### config.mk
export PLATFORM = sky130hd
export DESIGN_NAME = inert_rd_seq_flat
export DESIGN_NICKNAME = d
export VERILOG_FILES = /design/src/rtl/inert_rd_seq_if.sv /design/src/rtl/inert_rd_seq.sv /design/src/flat_wrapper.sv
export SDC_FILE = /design/constraint.sdc
export NUM_CORES = 1
export LEC_CHECK = 0
export BUFFER_PORTS_ARGS = -buffer_cell sky130_fd_sc_hd__buf_4
export CELL_PAD_IN_SITES_DETAIL_PLACEMENT = 0
export CELL_PAD_IN_SITES_GLOBAL_PLACEMENT = 1
export CORE_UTILIZATION = 42
export CTS_CLUSTER_DIAMETER = 120
export CTS_CLUSTER_SIZE = 12
export DETAILED_ROUTE_END_ITERATION = 8
export PLACE_DENSITY_LB_ADDON = 0.05
export REMOVE_ABC_BUFFERS = 1
export SLEW_MARGIN = 30
export SYNTH_ARGS = -nofsm -noshare
export SYNTH_HDL_FRONTEND = slang
export SYNTH_SLANG_ARGS = --single-unit
export TNS_END_PERCENT = 100
### constraint.sdc
create_clock -name clk -period 2.6 [get_ports clk]
set_input_delay 0.78 -clock clk [delete_from_list [all_inputs] [get_ports clk]]
set_output_delay 0.78 -clock clk [all_outputs]
set_load 0.01 [all_outputs]
### src/rtl/inert_rd_seq_if.sv
// Gyro front-end bus: interrupt and SPI monarch handshake in, yaw-rate strobe out.
// The master side is the sequencer; the slave side is the gyro/SPI/integrator environment.
interface inert_rd_seq_if;
    logic        INT;
    logic        done;
    logic [15:0] resp;
    logic        wrt;
    logic [15:0] cmd;
    logic        vld;
    logic [15:0] yaw_rt;

    modport master (
        input  INT,
        input  done,
        input  resp,
        output wrt,
        output cmd,
        output vld,
        output yaw_rt
    );

    modport slave (
        output INT,
        output done,
        output resp,
        input  wrt,
        input  cmd,
        input  vld,
        input  yaw_rt
    );
endinterface

### src/rtl/inert_rd_seq.sv
// Gyro front end: configures the gyro over SPI after power-up, then reads the
// Z-axis rate bytes on every data-ready interrupt and presents them with a vld strobe.
module inert_rd_seq #(
    parameter bit FAST_SIM = 1'b1
) (
    input logic            clk,
    input logic            rst_n,
    inert_rd_seq_if.master bus
);
    typedef enum logic [2:0] {
        PWR_WAIT,
        INIT1,
        INIT2,
        INIT3,
        WAIT_INT,
        RD_L,
        RD_H,
        VLD
    } state_t;

    localparam logic [15:0] TIMER_TERM = FAST_SIM ? 16'h000F : 16'hFFFF;
    localparam logic [15:0] CMD_INIT1  = 16'h0D02;
    localparam logic [15:0] CMD_INIT2  = 16'h1160;
    localparam logic [15:0] CMD_INIT3  = 16'h1440;
    localparam logic [15:0] CMD_RD_L   = 16'hA600;
    localparam logic [15:0] CMD_RD_H   = 16'hA700;

    state_t      state, state_nxt;
    logic [15:0] timer, timer_nxt;
    logic        int_meta, int_s;
    logic        wrt_q, wrt_nxt;
    logic [15:0] cmd_q, cmd_nxt;
    logic        vld_q, vld_nxt;
    logic [15:0] yaw_q, yaw_nxt;
    logic [7:0]  low_q, low_nxt;

    always_ff @(posedge clk or negedge rst_n) begin
        if (!rst_n) begin
            int_meta <= 1'b0;
            int_s    <= 1'b0;
        end else begin
            int_meta <= bus.INT;
            int_s    <= int_meta;
        end
    end

    always_ff @(posedge clk or negedge rst_n) begin
        if (!rst_n) begin
            state <= PWR_WAIT;
            timer <= 16'h0000;
            wrt_q <= 1'b0;
            cmd_q <= 16'h0000;
            vld_q <= 1'b0;
            yaw_q <= 16'h0000;
            low_q <= 8'h00;
        end else begin
            state <= state_nxt;
            timer <= timer_nxt;
            wrt_q <= wrt_nxt;
            cmd_q <= cmd_nxt;
            vld_q <= vld_nxt;
            yaw_q <= yaw_nxt;
            low_q <= low_nxt;
        end
    end

    // wrt and cmd are loaded on the edge that enters a command state, so the
    // transaction starts in that state's first cycle and cmd holds until done.
    always_comb begin
        state_nxt = state;
        timer_nxt = timer;
        wrt_nxt   = 1'b0;
        cmd_nxt   = cmd_q;
        vld_nxt   = 1'b0;
        yaw_nxt   = yaw_q;
        low_nxt   = low_q;
        case (state)
            PWR_WAIT: begin
                if (timer == TIMER_TERM) begin
                    state_nxt = INIT1;
                    wrt_nxt   = 1'b1;
                    cmd_nxt   = CMD_INIT1;
                end else begin
                    timer_nxt = timer + 16'd1;
                end
            end
            INIT1: begin
                if (bus.done) begin
                    state_nxt = INIT2;
                    wrt_nxt   = 1'b1;
                    cmd_nxt   = CMD_INIT2;
                end
            end
            INIT2: begin
                if (bus.done) begin
                    state_nxt = INIT3;
                    wrt_nxt   = 1'b1;
                    cmd_nxt   = CMD_INIT3;
                end
            end
            INIT3: begin
                if (bus.done) begin
                    state_nxt = WAIT_INT;
                end
            end
            WAIT_INT: begin
                if (int_s) begin
                    state_nxt = RD_L;
                    wrt_nxt   = 1'b1;
                    cmd_nxt   = CMD_RD_L;
                end
            end
            RD_L: begin
                if (bus.done) begin
                    low_nxt   = bus.resp[7:0];
                    state_nxt = RD_H;
                    wrt_nxt   = 1'b1;
                    cmd_nxt   = CMD_RD_H;
                end
            end
            // The high byte is folded into yaw_rt at its done, so yaw_rt and vld
            // are both valid throughout the single VLD cycle.
            RD_H: begin
                if (bus.done) begin
                    yaw_nxt   = {bus.resp[7:0], low_q};
                    vld_nxt   = 1'b1;
                    state_nxt = VLD;
                end
            end
            VLD: begin
                state_nxt = WAIT_INT;
            end
            default: begin
                state_nxt = PWR_WAIT;
            end
        endcase
    end

    assign bus.wrt    = wrt_q;
    assign bus.cmd    = cmd_q;
    assign bus.vld    = vld_q;
    assign bus.yaw_rt = yaw_q;
endmodule

### src/flat_wrapper.sv
// flat-port wrapper written by rule: the top's interface ports become plain ports
module inert_rd_seq_flat 
#(
    parameter bit FAST_SIM = 1'b1
)
  (clk, rst_n, bus_INT, bus_done, bus_resp, bus_wrt, bus_cmd, bus_vld, bus_yaw_rt);
  inert_rd_seq_if bus_i ();
  input logic clk;
  input logic rst_n;
  input wire logic [$bits(bus_i.INT)-1:0] bus_INT;
  input wire logic [$bits(bus_i.done)-1:0] bus_done;
  input wire logic [$bits(bus_i.resp)-1:0] bus_resp;
  output wire logic [$bits(bus_i.wrt)-1:0] bus_wrt;
  output wire logic [$bits(bus_i.cmd)-1:0] bus_cmd;
  output wire logic [$bits(bus_i.vld)-1:0] bus_vld;
  output wire logic [$bits(bus_i.yaw_rt)-1:0] bus_yaw_rt;
  assign bus_i.INT = bus_INT;
  assign bus_i.done = bus_done;
  assign bus_i.resp = bus_resp;
  assign bus_wrt = bus_i.wrt;
  assign bus_cmd = bus_i.cmd;
  assign bus_vld = bus_i.vld;
  assign bus_yaw_rt = bus_i.yaw_rt;
  inert_rd_seq #(.FAST_SIM(FAST_SIM)) u_core (.clk(clk), .rst_n(rst_n), .bus(bus_i));
endmodule
==> results of run 1 <==
==> sequential cells by signal (all words and copies together) (netlist names) <==
signal and cells:
u_core.bus.yaw_rt 16, u_core.timer 16, u_core.bus.wrt 1, u_core.int_s 1, u_core.low_q 8, u_core.int_meta 1
u_core.bus.vld 1, u_core.bus.cmd 6, u_core.state 3
==> worst paths after layout <==
kind | startpoint | end | slack, ns | depth (start not counted)
worst max register to register | u_core.state[1] | u_core.timer[13] | 0.66 | 4
max in group asynchronous | rst_n | u_core.timer[2] | 1.67 | 1
min in group asynchronous | rst_n | u_core.timer[4] | 0.51 | 1
worst min register to register | u_core.int_meta | u_core.int_s | 0.36 | 0
worst min-delay path | u_core.int_meta | u_core.int_s | 0.36 | 0
worst max-delay path | u_core.state[1] | u_core.timer[13] | 0.66 | 4
==> Yosys cell counts, types with 2 or more instances <==
| library cell | n | area [um2] |
|---|---|---|
| inv_1 | 6 | 22.5 |
| nor4_1 | 4 | 25.0 |
| nand4_1 | 4 | 25.0 |
| o22ai_1 | 2 | 12.5 |
| nand2b_1 | 3 | 18.8 |
| buf_4 | 10 | 75.1 |
| o21a_1 | 2 | 15.0 |
| nor2_1 | 6 | 22.5 |
| nand3_1 | 7 | 35.0 |
| o21ai_0 | 4 | 20.0 |
| mux2_2 | 25 | 282 |
| nand2_1 | 8 | 30.0 |
| xnor2_1 | 12 | 105 |
| xor2_1 | 4 | 35.0 |
| and3_1 | 3 | 18.8 |
| clkbuf_1 | 4 | 15.0 |
| dfrtp_1 | 53 | 1330 |
==> worst max-delay path, delay by kind of cell, from the launching register on <==
family,cells,cell delay [ns]
simple gates,3,1.21
xor+xnor,1,0.15
flops,1,0.50
==> layout make-up <==
type	instances	area, um2
repair buffers	40	300
multi-input cells	109	823
clock buffers	5	68.8
flip-flops and latches	53	1330
well taps	70	87.6
inverters	6	22.5
fillers	480	2490
clock inverters	3	21.3
==> power groups by stage <==
stage	clock (W)	sequential [W]	combinational (W)
6_report	0.000455	0.00126	0.000891
5_1_grt	0.000513	0.00129	0.000972
4_1_cts	0.000478	0.00126	0.000910
3_5_place_dp	0	0.00127	0.000907
3_3_place_gp	0	0.00125	0.000888
2_1_floorplan	0	0.00134	0.000392
==> per-layer routing <==
layer,global-route usage [%],part of all wire [%],up-vias
li1,-,-,680
met1,17.2,46,700
met2,23.8,49,27
met3,4.37,4.1,5
met4,3.70,0.88,0
met5,0,0,-
==> logic make-up after synthesis <==
kind of cell,Yosys count,synth area share (%)
adder cells (fa/ha/maj),1,0.554
multiplexers,25,12.5
buffers and inverters,22,5.70
other,1,0.166
AO/OA/AOI/OAI,14,4.04
flip-flops,53,58.7
AND/OR/NAND/NOR,47,12.2
XOR/XNOR,16,6.20
==> per-stage QoR <==
stage                     setup slack (ns)  area, um2  std cells  total power [W]  hold WS (ns)
after floorplan                      0.737       2170        168          0.00173         0.331
after global placement               0.589       2560        278          0.00214         0.336
after detailed placement             0.575       2560        278          0.00218         0.336
after CTS                            0.650       2650        286          0.00265         0.360
after global routing                 0.527       2650        286          0.00278         0.377
final                                0.664       2650        286          0.00260         0.356
==> impl_metrics.tcl, run 1 <==
set metrics [dict create \
    clock_latency_ns 0.30 \
    synth_warnings 0 \
    vias 1412 \
    die_h_um 75.4 \
    cts_resized 0 \
    antenna_left 0 \
    final-max-slew-violation-count 0 \
    io_pins 54 \
    fmax_mhz 517 \
    diodes 0 \
    synth-seq-cells 53 \
    ir_worst_vdd_mv 0.480 \
    max_slew_margin_pct 56.6 \
    root_buffer "clkbuf_8" \
    numPortBuffers 39 \
    cts_setup_buffers 0 \
    synth_edf_count 0 \
    run_status "completed" \
    ctsHoldBuffers 0 \
    async_flop_share_pct 100 \
    clock-sinks 53 \
    finalSetupTns_ns 0 \
    rows 26 \
    worst_hold_path_type "reg2reg" \
    clock_skew_ns 0.00433 \
    layout_common_cells "53 x dfrtp_1, 40 x buf_4, 25 x mux2_2" \
    grt_pass1_wl_um 5870 \
    combPwrFrac_pct 34.2 \
    worstPathCellList "or3_4, or4_4, nor3_2, xor2_1" \
    worstSetupEndpointType "flop" \
    crit_fanout 12 \
    powerDensity_nw_per_um2 981 \
    core-area_um2 5140 \
    final_nets 236 \
    post-route-drc-count 0 \
    grt_max_degree 54 \
    first_global_vias 1317 \
    critPathRequiredTime_ns 2.83 \
    dp_hpwl_um 2590 \
    gr-total-overflow 0 \
    first_iter_violations 46 \
    die-area_um2 5680 \
    drtPass1Iterations 4 \
    vias_per_cell 4.94 \
    clock_path_buffers 2 \
    syn_to_final_growth_pct 17.3 \
    initial_core_util_pct 44.0 \
    switching_share_pct 30.9 \
    hold_violations 0 \
    setup_violations 0 \
    worstPathArrival_ns 2.16 \
    finalCriticalPeriod_ns 1.94 \
    wire_per_inst_um 12.7 \
    pwr-share-clk_pct 17.5 \
    routed_wl_um 3640 \
    maxCapViolCount 0 \
    drive_gt1_share_pct 36.1 \
    grt_usage_pct 13.9 \
    internal_power_w 0.00180 \
    die_w_um 75.4 \
    clkTransAtPathRegs_ns 0.09 \
    rsz0062_at_grt "false" \
    cp_slowest_cell "or4_4" \
    syn_inst 179 \
    cpPeakStageDelay_ns 0.56 \
    ys_seq_area_share_pct 58.7 \
    switchingPower_w 0.000805 \
    worst_pin_slew_ns 0.651 \
    htreeDepth 2 \
    pwr-share-seq_pct 48.3 \
    grt_antenna_before_repair 0 \
    utilization_pct 51.6 \
    final_common_cell "dfrtp_1" \
    cts-buffers-inserted 5 \
    synth_flop_cell "dfrtp_1" \
    syn_area_um2 2260 \
    path_class "reg2reg" \
    p_leak_nw 1.24 \
    avgSynthCellArea_um2 12.6 \
    cts_tree "built" \
    routabilityCongestion 0.762 \
    critical_path.startpoint_type "flop" \
    layout_worst_path_cycle_share_pct 74.4 \
    yosys.cell_types.count 39 \
]
Note: power is estimated with default switching activity, not from simulation.
==> run 2: changes to the inputs <==
clock period = 1.8 ns   (was 2.6 ns; I/O delays follow)
==> impl_metrics.tcl, run 2 (synthesized netlist as in run 1, its figures left out) <==
set metrics [dict create \
    run_status "completed" \
    syn_to_final_growth_pct 21.4 \
    routed_wl_um 3890 \
    dp_hpwl_um 2720 \
    ctsHoldBuffers 0 \
    worstPathArrival_ns 1.98 \
    crit_family "simple AND/OR/NAND/NOR gates" \
    multi_input_area_um2 841 \
    final_nets 245 \
    die-area_um2 5680 \
    fmax_mhz 568 \
    ff_latch_area_um2 1330 \
    fillCellCount 483 \
    worst_pin_slew_ns 0.653 \
    critPathRequiredTime_ns 2.02 \
    finalCriticalPeriod_ns 1.76 \
    clock-sinks 53 \
    rsz0062_at_grt "true" \
    grt_pass1_wl_um 6240 \
    r2r_setup_slack_ns 0.04 \
    path_class "reg2reg" \
    die_h_um 75.4 \
    ir_worst_vdd_mv 0.674 \
    cp_num_buf_inv 0 \
    reg2reg_depth 4 \
    reg2reg_to "u_core.timer[15]" \
    cp_slowest_cell "or4_4" \
    powerDensity_nw_per_um2 1400 \
    io_pins 54 \
    clock_skew_ns 0.00742 \
    numPortBuffers 39 \
    cpPeakStageDelay_ns 0.58 \
    critical_path.startpoint_type "flop" \
    cts-buffers-inserted 5 \
    rows 26 \
    worstSetupStartpoint "u_core.state[1]" \
    grt_antenna_before_repair 0 \
    utilization_pct 53.4 \
    die_w_um 75.4 \
    fin_area_um2 2740 \
    clock_latency_ns 0.30 \
    grt_max_degree 54 \
    post-route-drc-count 0 \
    layout_common_cells "53 x dfrtp_1, 48 x buf_4, 25 x mux2_2" \
    vias_per_cell 4.92 \
    htreeDepth 2 \
    gr-total-overflow 0 \
    worst_hold_path_type "in2async" \
    vias 1450 \
    first_global_vias 1396 \
    hold_violations 0 \
    clkTransAtPathRegs_ns 0.09 \
    initial_core_util_pct 44.0 \
    diodes 0 \
    setup_violations 0 \
    max_slew_margin_pct 56.5 \
    drtPass1Iterations 3 \
    crit_fanout 4 \
    first_iter_violations 21 \
    drive_gt1_share_pct 39.6 \
    maxCapViolCount 0 \
    layout_worst_path_cycle_share_pct 97.8 \
    postPlaceCellArea_um2 2640 \
    core-area_um2 5140 \
    routabilityCongestion 0.806 \
    worstSetupEndpointType "flop" \
    root_buffer "clkbuf_8" \
    p_leak_nw 1.31 \
    worstPathCellList "or3_4, or4_4, nor2_4, xor2_1" \
    cts_tree "built" \
    final-max-slew-violation-count 0 \
    antenna_left 0 \
    clock_path_buffers 2 \
    grt_usage_pct 14.9 \
    wire_per_inst_um 13.2 \
    cp.depth 4 \
    crit_end "u_core.timer[15]" \
    final_common_cell "dfrtp_1" \
    r2r-start "u_core.state[1]" \
]
run 2: cell count changes in the layout (fill, tap and decap cells not counted):
cell	delta
buf_12	+1
buf_4	+8
clkinv_2	+1
inv_6	-1
nor2_1	-1
nor2_4	+1
nor3_2	-1
nor3_4	+1
o21ai_1	-1
o21ai_2	+1
run 2: report_power, final:
part           switching, W  total [W]  leakage [nW]  internal, W
clock network      0.000375   0.000644        0.0439     0.000269
registers          0.000194    0.00176         0.650      0.00156
logic              0.000610    0.00143         0.611     0.000822
total               0.00118    0.00383          1.31      0.00266
run 2: worst reg2reg max path, stage by stage, from the launching register on:
cell,delay [ns]
dfrtp_1,0.39
or3_4,0.40
or4_4,0.58
nor2_4,0.13
xor2_1,0.17
run 2: metrics by stage:
step | hold slack, ns | std cells | setup slack (ns) | setup TNS (ns) | power (W)
final | 0.256 | 295 | 0.0396 | 0 | 0.00383
after global routing | 0.308 | 295 | -0.0240 | -0.0464 | 0.00412
after CTS | 0.286 | 295 | 0.0263 | 0 | 0.00390
after detailed placement | 0.340 | 287 | 0.0250 | 0 | 0.00324
after global placement | 0.340 | 287 | 0.0544 | 0 | 0.00317
after floorplan | 0.244 | 168 | -0.0265 | -0.0265 | 0.00250
run 2: how the worst min path moves through the flow:
stage,start,end
after CTS,rst_n,u_core.bus.cmd[11]
after floorplan,rst_n,u_core.bus.cmd[10]
final,rst_n,u_core.timer[4]
after detailed placement,u_core.int_meta,u_core.int_s
after global routing,rst_n,u_core.timer[5]
after global placement,u_core.int_meta,u_core.int_s
run 2: layer usage:
layer	share of wire [%]	global-route usage [%]
met1	43	19.5
met2	52	24.3
met3	3.5	3.97
met4	1.3	4.94
met5	0	0
run 2: area by class of cell:
class	instances	share of cell area, %
multi-input cells	109	30.6
flip-flops and latches	53	48.3
inverters	6	0.821
clock inverters	3	0.638
clock buffers	5	2.51
repair buffers	49	13.9
well taps	70	3.19
run 2: what timing repair did:
item	4_1_cts	5_1_grt
pin swaps	2	1
resized for setup	1	3
setup endpoints to repair	1	7
cloned	0	0
buffers inserted	0	0
==> run 3: changes to the inputs <==
PLACE_DENSITY = 0.84   (was unset)
PLACE_DENSITY_LB_ADDON = unset   (was 0.05)
==> impl_metrics.tcl, run 3 (synthesized netlist as in run 1, its figures left out) <==
set metrics [dict create \
    clock_path_buffers 2 \
    cts-buffers-inserted 5 \
    core-area_um2 5140 \
    setup_violations 0 \
    worst_hold_path_type "in2async" \
    reg2reg_depth 4 \
    instances_no_fill 299 \
    grt_antenna_before_repair 0 \
    vias 1440 \
    clkTransAtPathRegs_ns 0.09 \
    multi_input_area_um2 833 \
    fillCellCount 478 \
    gr-total-overflow 0 \
    initial_core_util_pct 44.0 \
    layout_worst_path_cycle_share_pct 96.4 \
    first_iter_violations 40 \
    maxCapViolCount 0 \
    die-area_um2 5680 \
    ff_latch_area_um2 1330 \
    ctsHoldBuffers 0 \
    antenna_left 0 \
    diodes 0 \
    run_status "completed" \
    postPlaceCellArea_um2 2680 \
    final_nets 249 \
    critPathRequiredTime_ns 2.04 \
    grt_pass1_wl_um 6180 \
    root_buffer "clkbuf_8" \
    clock-sinks 53 \
    cts_tree "built" \
    numPortBuffers 39 \
    post-route-drc-count 0 \
    io_pins 54 \
    rows 26 \
    final_common_cell "dfrtp_1" \
    internal_power_w 0.00274 \
    finalSetupTns_ns 0 \
    grt_usage_pct 14.9 \
    critical_path.startpoint_type "flop" \
    power.total_w 0.00391 \
    crit_fanout 4 \
    place_inst 290 \
    final-max-slew-violation-count 0 \
    die_w_um 75.4 \
    die_h_um 75.4 \
    layout_common_cells "53 x dfrtp_1, 51 x buf_4, 25 x mux2_2" \
    switchingPower_w 0.00117 \
    combPwrFrac_pct 36.9 \
    wire_per_inst_um 12.3 \
    clock_skew_ns 0.00700 \
    ir_worst_vdd_mv 0.677 \
    routed_wl_um 3680 \
    syn_to_final_growth_pct 23.6 \
    utilization_pct 54.4 \
    grt_max_degree 29 \
    routabilityCongestion 0.833 \
    vias_per_cell 4.82 \
    first_global_vias 1374 \
    r2r_setup_slack_ns 0.06 \
    p_leak_nw 1.34 \
    r2r-start "u_core.state[1]" \
    path_class "reg2reg" \
    drtPass1Iterations 3 \
    finalCriticalPeriod_ns 1.74 \
    worstPathArrival_ns 1.97 \
    pwr-share-seq_pct 44.9 \
    pwr-share-clk_pct 18.3 \
    clock_latency_ns 0.30 \
    switching_share_pct 29.9 \
    dp_hpwl_um 2660 \
    htreeDepth 2 \
    reg2reg_to "u_core.timer[13]" \
    fmax_mhz 576 \
    hold_violations 0 \
    drive_gt1_share_pct 40.2 \
    powerDensity_nw_per_um2 1400 \
    fin_area_um2 2790 \
    worstSetupEndpointType "flop" \
]
==> run 3: cell types whose count changed in the layout (fill, tap and decap cells not counted), sizes merged <==
cell      previous run  this run
buf                 49        53
clkinvlp             1         0
clkbuf               5         7
clkinv               2         1
==> run 3: how the worst max path moves through the flow <==
stage	from	endpoint	slack [ns]	cells past startpoint
2_1_floorplan	u_core.state[1]	u_core.timer[13]	-0.03	4
3_3_place_gp	u_core.state[1]	u_core.timer[13]	0.05	4
3_5_place_dp	u_core.state[1]	u_core.timer[13]	0.03	4
4_1_cts	u_core.state[1]	u_core.timer[13]	0.008	4
5_1_grt	u_core.timer[11]	u_core.bus.cmd[13]	-0.004	4
6_report	u_core.state[1]	u_core.timer[13]	0.06	4
==> run 3: power by group through the flow <==
| stage | logic [W] | registers [W] | clock network (W) |
|---|---|---|---|
| final | 0.00144 | 0.00176 | 0.000714 |
| after detailed placement | 0.00145 | 0.00178 | 0 |
| after global routing | 0.00157 | 0.00181 | 0.000780 |
| after floorplan | 0.000567 | 0.00194 | 0 |
| after global placement | 0.00143 | 0.00176 | 0 |
| after CTS | 0.00145 | 0.00176 | 0.000741 |
==> run 3: critical path, stage by stage, from the launching register on <==
cell and delay [ns]:
dfrtp_1 0.39, or3_4 0.40, or4_4 0.53, nor3_4 0.20
xor2_1 0.15
==> run 3: timing repair <==
| action | in CTS | in global routing |
|---|---|---|
| buffers inserted | 0 | 1 |
| endpoints found under the setup margin | 0 | 8 |
| resized for setup | 0 | 2 |
==> run 3: metal layers <==
layer / share of wire (%) / vias up / global-route usage [%]
li1: - / 703 / -
met4: 2.0 / 0 / 8.64
met5: 0 / - / 0
met3: 4.7 / 7 / 3.57
met2: 47 / 30 / 23.3
met1: 46 / 700 / 19.0
==> run 3: area by class of cell <==
cell class / instances / area share [%]
clock inverter: 1 / 0.179
sequential: 53 / 47.5
timing repair buffer: 53 / 15.1
inverter: 6 / 0.806
clock buffer: 7 / 3.45
multi-input combinational: 109 / 29.8
tap: 70 / 3.13
==> run 3: through the flow <==
stage               setup WS [ns]  hold slack [ns]
finish                     0.0643            0.146
global route             -0.00425            0.160
CTS                       0.00842            0.145
detailed placement         0.0272            0.338
global placement           0.0525            0.333
floorplan                 -0.0265            0.244
